<file path="src/rtl/reg_write_arbiter.sv">
// Round-robin arbiter sharing one register-file write port between an ALU (A) and a
// load (B) writeback requester, with a one-deep registered write stage and a pending bitmap.
module reg_write_arbiter #(
    parameter int DATA_WIDTH = 8,
    parameter int ADDR_WIDTH = 3,
    parameter int NUM_REGS   = 8
) (
    input  logic                  CLK,
    input  logic                  RESET,
    input  logic                  A_VALID,
    input  logic [ADDR_WIDTH-1:0] A_ADDR,
    input  logic [DATA_WIDTH-1:0] A_DATA,
    output logic                  A_READY,
    input  logic                  B_VALID,
    input  logic [ADDR_WIDTH-1:0] B_ADDR,
    input  logic [DATA_WIDTH-1:0] B_DATA,
    output logic                  B_READY,
    output logic                  WRITE,
    output logic [ADDR_WIDTH-1:0] INADDRESS,
    output logic [DATA_WIDTH-1:0] IN,
    output logic [NUM_REGS-1:0]   PENDING,
    output logic [7:0]            GRANT_CNT_A,
    output logic [7:0]            GRANT_CNT_B
);

    // Handshake: a write transfers on a rising edge where VALID and READY are both 1;
    // READY is combinational and a denied requester holds VALID/ADDR/DATA until accepted.

    typedef enum logic {
        PRIO_A = 1'b0,
        PRIO_B = 1'b1
    } prio_t;

    prio_t                 prio_q, prio_d;
    logic                  write_q;
    logic [ADDR_WIDTH-1:0] inaddr_q;
    logic [DATA_WIDTH-1:0] in_q;
    logic [NUM_REGS-1:0]   pending_q, pending_d;
    logic [7:0]            cnt_a_q, cnt_a_d;
    logic [7:0]            cnt_b_q, cnt_b_d;

    logic                  a_ready;
    logic                  b_ready;
    logic                  accept;
    logic [ADDR_WIDTH-1:0] win_addr;
    logic [DATA_WIDTH-1:0] win_data;

    always_comb begin
        a_ready  = RESET && A_VALID && (!B_VALID || (prio_q == PRIO_A));
        b_ready  = RESET && B_VALID && (!A_VALID || (prio_q == PRIO_B));
        accept   = a_ready || b_ready;
        win_addr = b_ready ? B_ADDR : A_ADDR;
        win_data = b_ready ? B_DATA : A_DATA;
    end

    always_comb begin
        prio_d = prio_q;
        // A contested grant always goes to the pointer, so the loser is its opposite.
        if (RESET && A_VALID && B_VALID) begin
            prio_d = (prio_q == PRIO_A) ? PRIO_B : PRIO_A;
        end
    end

    always_comb begin
        pending_d = pending_q;
        if (write_q) begin
            pending_d[inaddr_q] = 1'b0;
        end
        // Applied after the clear so a same-address re-accept keeps the bit set.
        if (accept) begin
            pending_d[win_addr] = 1'b1;
        end
    end

    always_comb begin
        cnt_a_d = cnt_a_q;
        cnt_b_d = cnt_b_q;
        if (a_ready && (cnt_a_q != 8'hFF)) begin
            cnt_a_d = cnt_a_q + 8'd1;
        end
        if (b_ready && (cnt_b_q != 8'hFF)) begin
            cnt_b_d = cnt_b_q + 8'd1;
        end
    end

    always_ff @(posedge CLK or negedge RESET) begin
        if (!RESET) begin
            prio_q    <= PRIO_A;
            write_q   <= 1'b0;
            inaddr_q  <= '0;
            in_q      <= '0;
            pending_q <= '0;
            cnt_a_q   <= '0;
            cnt_b_q   <= '0;
        end else begin
            prio_q    <= prio_d;
            write_q   <= accept;
            pending_q <= pending_d;
            cnt_a_q   <= cnt_a_d;
            cnt_b_q   <= cnt_b_d;
            if (accept) begin
                inaddr_q <= win_addr;
                in_q     <= win_data;
            end
        end
    end

    assign A_READY     = a_ready;
    assign B_READY     = b_ready;
    assign WRITE       = write_q;
    assign INADDRESS   = inaddr_q;
    assign IN          = in_q;
    assign PENDING     = pending_q;
    assign GRANT_CNT_A = cnt_a_q;
    assign GRANT_CNT_B = cnt_b_q;

endmodule

</file>
<file path="config.mk">
export PLATFORM = sky130hd
export DESIGN_NAME = reg_write_arbiter
export DESIGN_NICKNAME = d
export VERILOG_FILES = /design/src/rtl/reg_write_arbiter.sv
export SDC_FILE = /design/constraint.sdc
export NUM_CORES = 1
export LEC_CHECK = 0
export CAP_MARGIN = 20
export CORE_ASPECT_RATIO = 1.4
export CORE_MARGIN = 2
export CORE_UTILIZATION = 35
export CTS_CLUSTER_SIZE = 28
export DETAILED_ROUTE_END_ITERATION = 7
export GPL_TIMING_DRIVEN = 0
export PLACE_DENSITY_LB_ADDON = 0.2
export SLEW_MARGIN = 20
export SYNTH_ARGS = -nofsm -noshare
export SYNTH_HDL_FRONTEND = slang
export SYNTH_SLANG_ARGS = --single-unit
</file>
<file path="constraint.sdc">
create_clock -name CLK -period 1.47 [get_ports CLK]
set_input_delay 0.294 -clock CLK [delete_from_list [all_inputs] [get_ports CLK]]
set_output_delay 0.294 -clock CLK [all_outputs]
set_load 0.05 [all_outputs]
</file>
==> results of run 1 <==
-- synth_stat cells, types with 2 or more instances --
cell and instances:
a32o_1 2, ha_1 2, xor2_1 4, mux2_1 3, nor3_1 2, and3_1 4, mux2_4 2, and2_4 2
xnor2_1 4, a21oi_1 5, mux2i_1 5, nand2b_1 7, o21ai_0 19, nand3_1 4, buf_2 2, a222oi_1 8
nand4_1 5, and2_1 2, inv_1 18, dfrtp_1 37, a31oi_1 3, o31ai_1 2, nand2_1 15, nor2_1 5
-- flip-flops by register name, indices dropped and copies added (netlist names) --
name and cells:
GRANT_CNT_A 8, GRANT_CNT_B 8, IN 8, INADDRESS 3, PENDING 8, WRITE 1
prio_q 1
-- cell families (layout without fill, tap and decap cells) --
kind of cell | after synthesis | in the layout | synth area share
flip-flops | 37 | 37 | 0.517
XOR/XNOR | 8 | 8 | 0.0392
adder cells (fa/ha/maj) | 2 | 2 | 0.0140
AO/OA/AOI/OAI | 42 | 42 | 0.155
buffers and inverters | 22 | 118 | 0.0559
AND/OR/NAND/NOR | 48 | 48 | 0.148
multiplexers | 11 | 11 | 0.0699
-- layer usage --
metal  wire length, um  track usage
met3               149       0.0305
met4               132       0.0948
met5                 0            0
met2              2910        0.361
met1              1910        0.198
-- power by group --
part           switching (mW)  internal, mW
clock                   0.351         0.337
sequential              0.347          1.39
combinational            1.91          1.20
-- worst min path at each step --
stage,start,to,slack [ns],cells past startpoint
3_3_place_gp,GRANT_CNT_A[7],GRANT_CNT_A[7],0.47,1
2_1_floorplan,RESET,GRANT_CNT_A[0],-0.002,0
5_1_grt,RESET,PENDING[4],0.05,2
6_report,RESET,PENDING[4],0.05,2
4_1_cts,RESET,IN[6],0.04,2
3_5_place_dp,RESET,GRANT_CNT_A[3],0.23,1
-- cell type report --
| cell class | count | area [um^2] | area share |
|---|---|---|---|
| Timing Repair Buffer | 88 | 913 | 0.298 |
| Inverter | 18 | 67.6 | 0.0221 |
| Sequential cell | 37 | 942 | 0.308 |
| Clock buffer | 8 | 80.1 | 0.0262 |
| Tap cell | 64 | 80.1 | 0.0262 |
| Multi-Input combinational cell | 111 | 931 | 0.304 |
| Buffer | 4 | 46.3 | 0.0151 |
-- what timing repair did --
action,4_1_cts,5_1_grt
endpoints found under the setup margin,66,46
hold endpoints to repair,13,0
pin swaps,11,8
buffers inserted,13,8
cloned,3,0
hold buffers,1,0
resized for setup,130,46
-- stage by stage --
step	power, mW	worst slack, ns
after detailed placement	4.53	-1.12
after floorplan	3.54	-0.111
final	5.54	-0.180
after global routing	5.84	-0.221
after global placement	4.49	-2.58
after CTS	5.35	-0.164
-- critical path: stages (launching register included) --
cell	delay [ns]
dfrtp_1	0.41
buf_6	0.12
nand2b_4	0.13
and2_4	0.15
buf_8	0.12
buf_8	0.14
==> flow_metrics.tcl, run 1 <==
set metrics [dict create \
    status "finished, violations left" \
    violations "negative setup slack" \
    finalHoldViolations 0 \
    area_growth_pct 71.0 \
    fmax_mhz 606 \
    synth_area_leaders "dfrtp_1, o21ai_0, a222oi_1" \
    r2r_slack_ns -0.12 \
    synth_top_area_frac 0.517 \
    viasPerCell 5.07 \
    clock_path_buffers 2 \
    synth_top_area_cell "dfrtp_1" \
    ir_drop_mv 1.17 \
    synth.distinct_cells 32 \
    holdWs_ns 0.0529 \
    fin_skew_ns 0.00502 \
    dr_total_vias 1672 \
    antennaDiodeCount 0 \
    cp-start-kind "flop" \
    clock_sinks 37 \
    final_cells 330 \
    cts_buffers 5 \
    worst_pin_slew_ns 0.637 \
    worstPathRequired_ns 1.18 \
    slew_headroom 0.574 \
    syn_nets 198 \
    yosysWarnings 0 \
    layout_common_cells "dfrtp_1, clkdlybuf4s50_1, inv_1, clkdlybuf4s15_2, buf_4" \
    r2r_cells 8 \
    avgSynthCellArea_um2 10.5 \
    grt_pass1_vias 1720 \
    syn-cell-area_um2 1790 \
    setup_tns_ns -1.50 \
    p_leak_nw 1.39 \
    final_nets 293 \
    layout_commonest_cell "dfrtp_1" \
    antenna_found_initial 0 \
    end_kind "output port" \
    die_h_um 88.6 \
    cap_viol_max_count 0 \
    wl_per_cell_um 15.5 \
    min_path_type "in -> async" \
    fp.dieW_um 64.4 \
    gp_congestion 0.771 \
    core_area_um2 4880 \
    rows 30 \
    place_hpwl_mm 3.36 \
    grt_setup_unrepaired "true" \
    first_iter_violations 103 \
    fin_ws_ns -0.180 \
    path_clk_slew_ns 0.07 \
    fill_cells 408 \
    root_buffer "clkbuf_8" \
    start_util 0.367 \
    r2r_end "GRANT_CNT_A[2]" \
    path_max_fanout 2 \
    min_period_ns 1.65 \
    gr-usage-all-layers 0.189 \
    synth_flop_cell "dfrtp_1" \
    io-pin-count 64 \
    grt_start_max_net_pins 16 \
    dp_cells 298 \
    synthArstFlopShare 1.00 \
    setup_viol_count_final 18 \
    regToRegStartpoint "prio_q" \
    crit_path_end "B_READY" \
    placed_area_um2 2560 \
    critPathKind "reg -> out" \
    port_buffers 63 \
    die_area_um2 5710 \
    ys_seq_area_frac 0.517 \
    drc 0 \
    grt_pass1_wl_mm 8.22 \
    final_antenna_net_count 0 \
    synth_edf_count 0 \
    grt-ovfl-total 0 \
    power_density_nw_per_um2 1810 \
    cts_tree "yes" \
    fin_util 0.627 \
    arrival_ns 1.36 \
    clk_latency_ns 0.29 \
    final_cell_area_um2 3060 \
    drtPass1Iterations 4 \
    drv_slew 0 \
    crit_path_start "prio_q" \
    synth_seq_cells 37 \
    drive_gt1_frac 0.406 \
    wirelength_mm 5.11 \
    finalCritPeriodShare 1.12 \
    synthCells 170 \
    cts.htree.levels 2 \
]
(Power assumes the default switching activity.)
==> run 2, diff against run 1 <==
Clock period 1.47 ns to 2 ns, I/O delays scaled along.
==> run 2 against run 1 <==
Effect of this change: the flow now finishes without violations; via count decreased by 7.9%; clock skew decreased by 0.0022 ns; register-to-register slack improved by 0.47 ns; sequential power decreased by 28%; wire length decreased by 11%; critical path depth decreased by 4.
==> flow_metrics.tcl, run 2 (same netlist as run 1, synthesis figures left out) <==
set metrics [dict create \
    grt-ovfl-total 0 \
    drive_gt1_frac 0.0980 \
    cap_viol_max_count 0 \
    critical_path.cell_chain "clkdlybuf4s50_1" \
    finalCritPeriodShare 0.970 \
    clk_latency_ns 0.28 \
    slew_headroom 0.580 \
    dp_slack_ns -0.849 \
    finalHoldViolations 0 \
    slowest_delay_ns 0.83 \
    power_density_nw_per_um2 1410 \
    cts_buffers 5 \
    grt_start_max_net_pins 16 \
    first_iter_violations 113 \
    port_buffers 63 \
    area_growth_pct 50.6 \
    p_switching_mw 1.79 \
    cp-start-kind "flop" \
    fin_ws_ns 0.0603 \
    min_period_ns 1.94 \
    end_kind "output port" \
    pwr-share-clk 0.139 \
    layout_common_cells "clkdlybuf4s50_1, dfrtp_1, o21ai_0" \
    final_cell_area_um2 2700 \
    worstPathRequired_ns 1.60 \
    grt_pass1_wl_mm 7.45 \
    final_cells 309 \
    place_hpwl_mm 3.33 \
    swShare 0.472 \
    crit_family "buffers and inverters" \
    setup_viol_count_final 0 \
    fp.dieW_um 64.4 \
    grt_pass1_vias 1541 \
    fmax_mhz 516 \
    gp_congestion 0.787 \
    path_clk_slew_ns 0.07 \
    drc 0 \
    rows 30 \
    clock_path_buffers 2 \
    p_leak_nw 1.26 \
    die_h_um 88.6 \
    die_area_um2 5710 \
    cts.htree.levels 2 \
    root_buffer "clkbuf_8" \
    p_int_mw 2.00 \
    io-pin-count 64 \
    critical_path_depth 1 \
    combPwrFrac 0.530 \
    seqPwrFrac 0.330 \
    antenna_found_initial 0 \
    dp_cells 298 \
    core_area_um2 4880 \
    status "completed" \
    min_path_type "in -> async" \
    critPathKind "reg -> out" \
    arrival_ns 1.54 \
    p_total_mw 3.79 \
    fin_skew_ns 0.00280 \
    final_antenna_net_count 0 \
    slowest_stage "clkdlybuf4s50_1" \
    path_max_fanout 6 \
    clock_sinks 37 \
    grt_setup_unrepaired "false" \
    worst_pin_slew_ns 0.628 \
    placed_area_um2 2510 \
    final_nets 273 \
    critPathBufInv 1 \
    fin_util 0.552 \
    wl_per_cell_um 14.8 \
    wirelength_mm 4.56 \
    viasPerCell 4.98 \
    gr-usage-all-layers 0.173 \
    antennaDiodeCount 0 \
    drtPass1Iterations 4 \
    drv_slew 0 \
    r2r_cells 5 \
    layout_commonest_cell "clkdlybuf4s50_1" \
    start_util 0.367 \
    ir_drop_mv 0.791 \
    cts_tree "yes" \
    dr_total_vias 1540 \
]
-- run 2: worst paths after layout --
path / from / to / slack (ns)
setup / recovery: GRANT_CNT_A[2] / GRANT_CNT_A[2] / 0.06
min in group CLK: A_VALID / prio_q / 0.44
max in group asynchronous: RESET / GRANT_CNT_B[3] / 0.90
hold reg to reg: GRANT_CNT_A[7] / GRANT_CNT_A[7] / 0.50
setup reg to reg: GRANT_CNT_B[0] / GRANT_CNT_B[1] / 0.35
hold / removal: RESET / PENDING[5] / 0.02
-- run 2: metal layers --
metal / global-route usage / vias to the layer above / share of wire
met4: 0.0658 / 0 / 0.011
met5: 0 / - / 0
met3: 0.0344 / 4 / 0.031
met2: 0.330 / 32 / 0.56
li1: - / 753 / -
met1: 0.188 / 751 / 0.40
-- run 2: per-stage QoR --
stage	TNS [ns]	hold WS (ns)
3_5_place_dp	-2.04	0.343
2_1_floorplan	0	0.104
4_1_cts	0	0.0166
6_report	0	0.0236
3_3_place_gp	-78.00	0.487
5_1_grt	0	0.0102
-- run 2: area by class of cell --
class                           instances  area, um^2
Multi-Input combinational cell        111         771
Timing Repair Buffer                   69         733
Sequential cell                        37         926
Inverter                               18        67.6
Fill cell                             452        2180
Tap cell                               64        80.1
Buffer                                  3        31.3
Clock buffer                            7        86.3
-- run 2: power by group through the flow --
stage | combinational (mW) | sequential (mW) | clock [mW]
after global placement | 1.98 | 1.26 | 0
after floorplan | 0.458 | 2.08 | 0
final | 2.01 | 1.25 | 0.528
after CTS | 2.03 | 1.25 | 0.541
after detailed placement | 2.00 | 1.26 | 0
after global routing | 2.13 | 1.30 | 0.588
-- run 2: repair_timing --
item                                   4_1_cts  5_1_grt
setup endpoints to repair                    3        6
gates resized for setup                     21        5
buffers inserted                             3        0
gates cloned                                 1        0
endpoints found under the hold margin       13        0
hold buffers                                 1        0
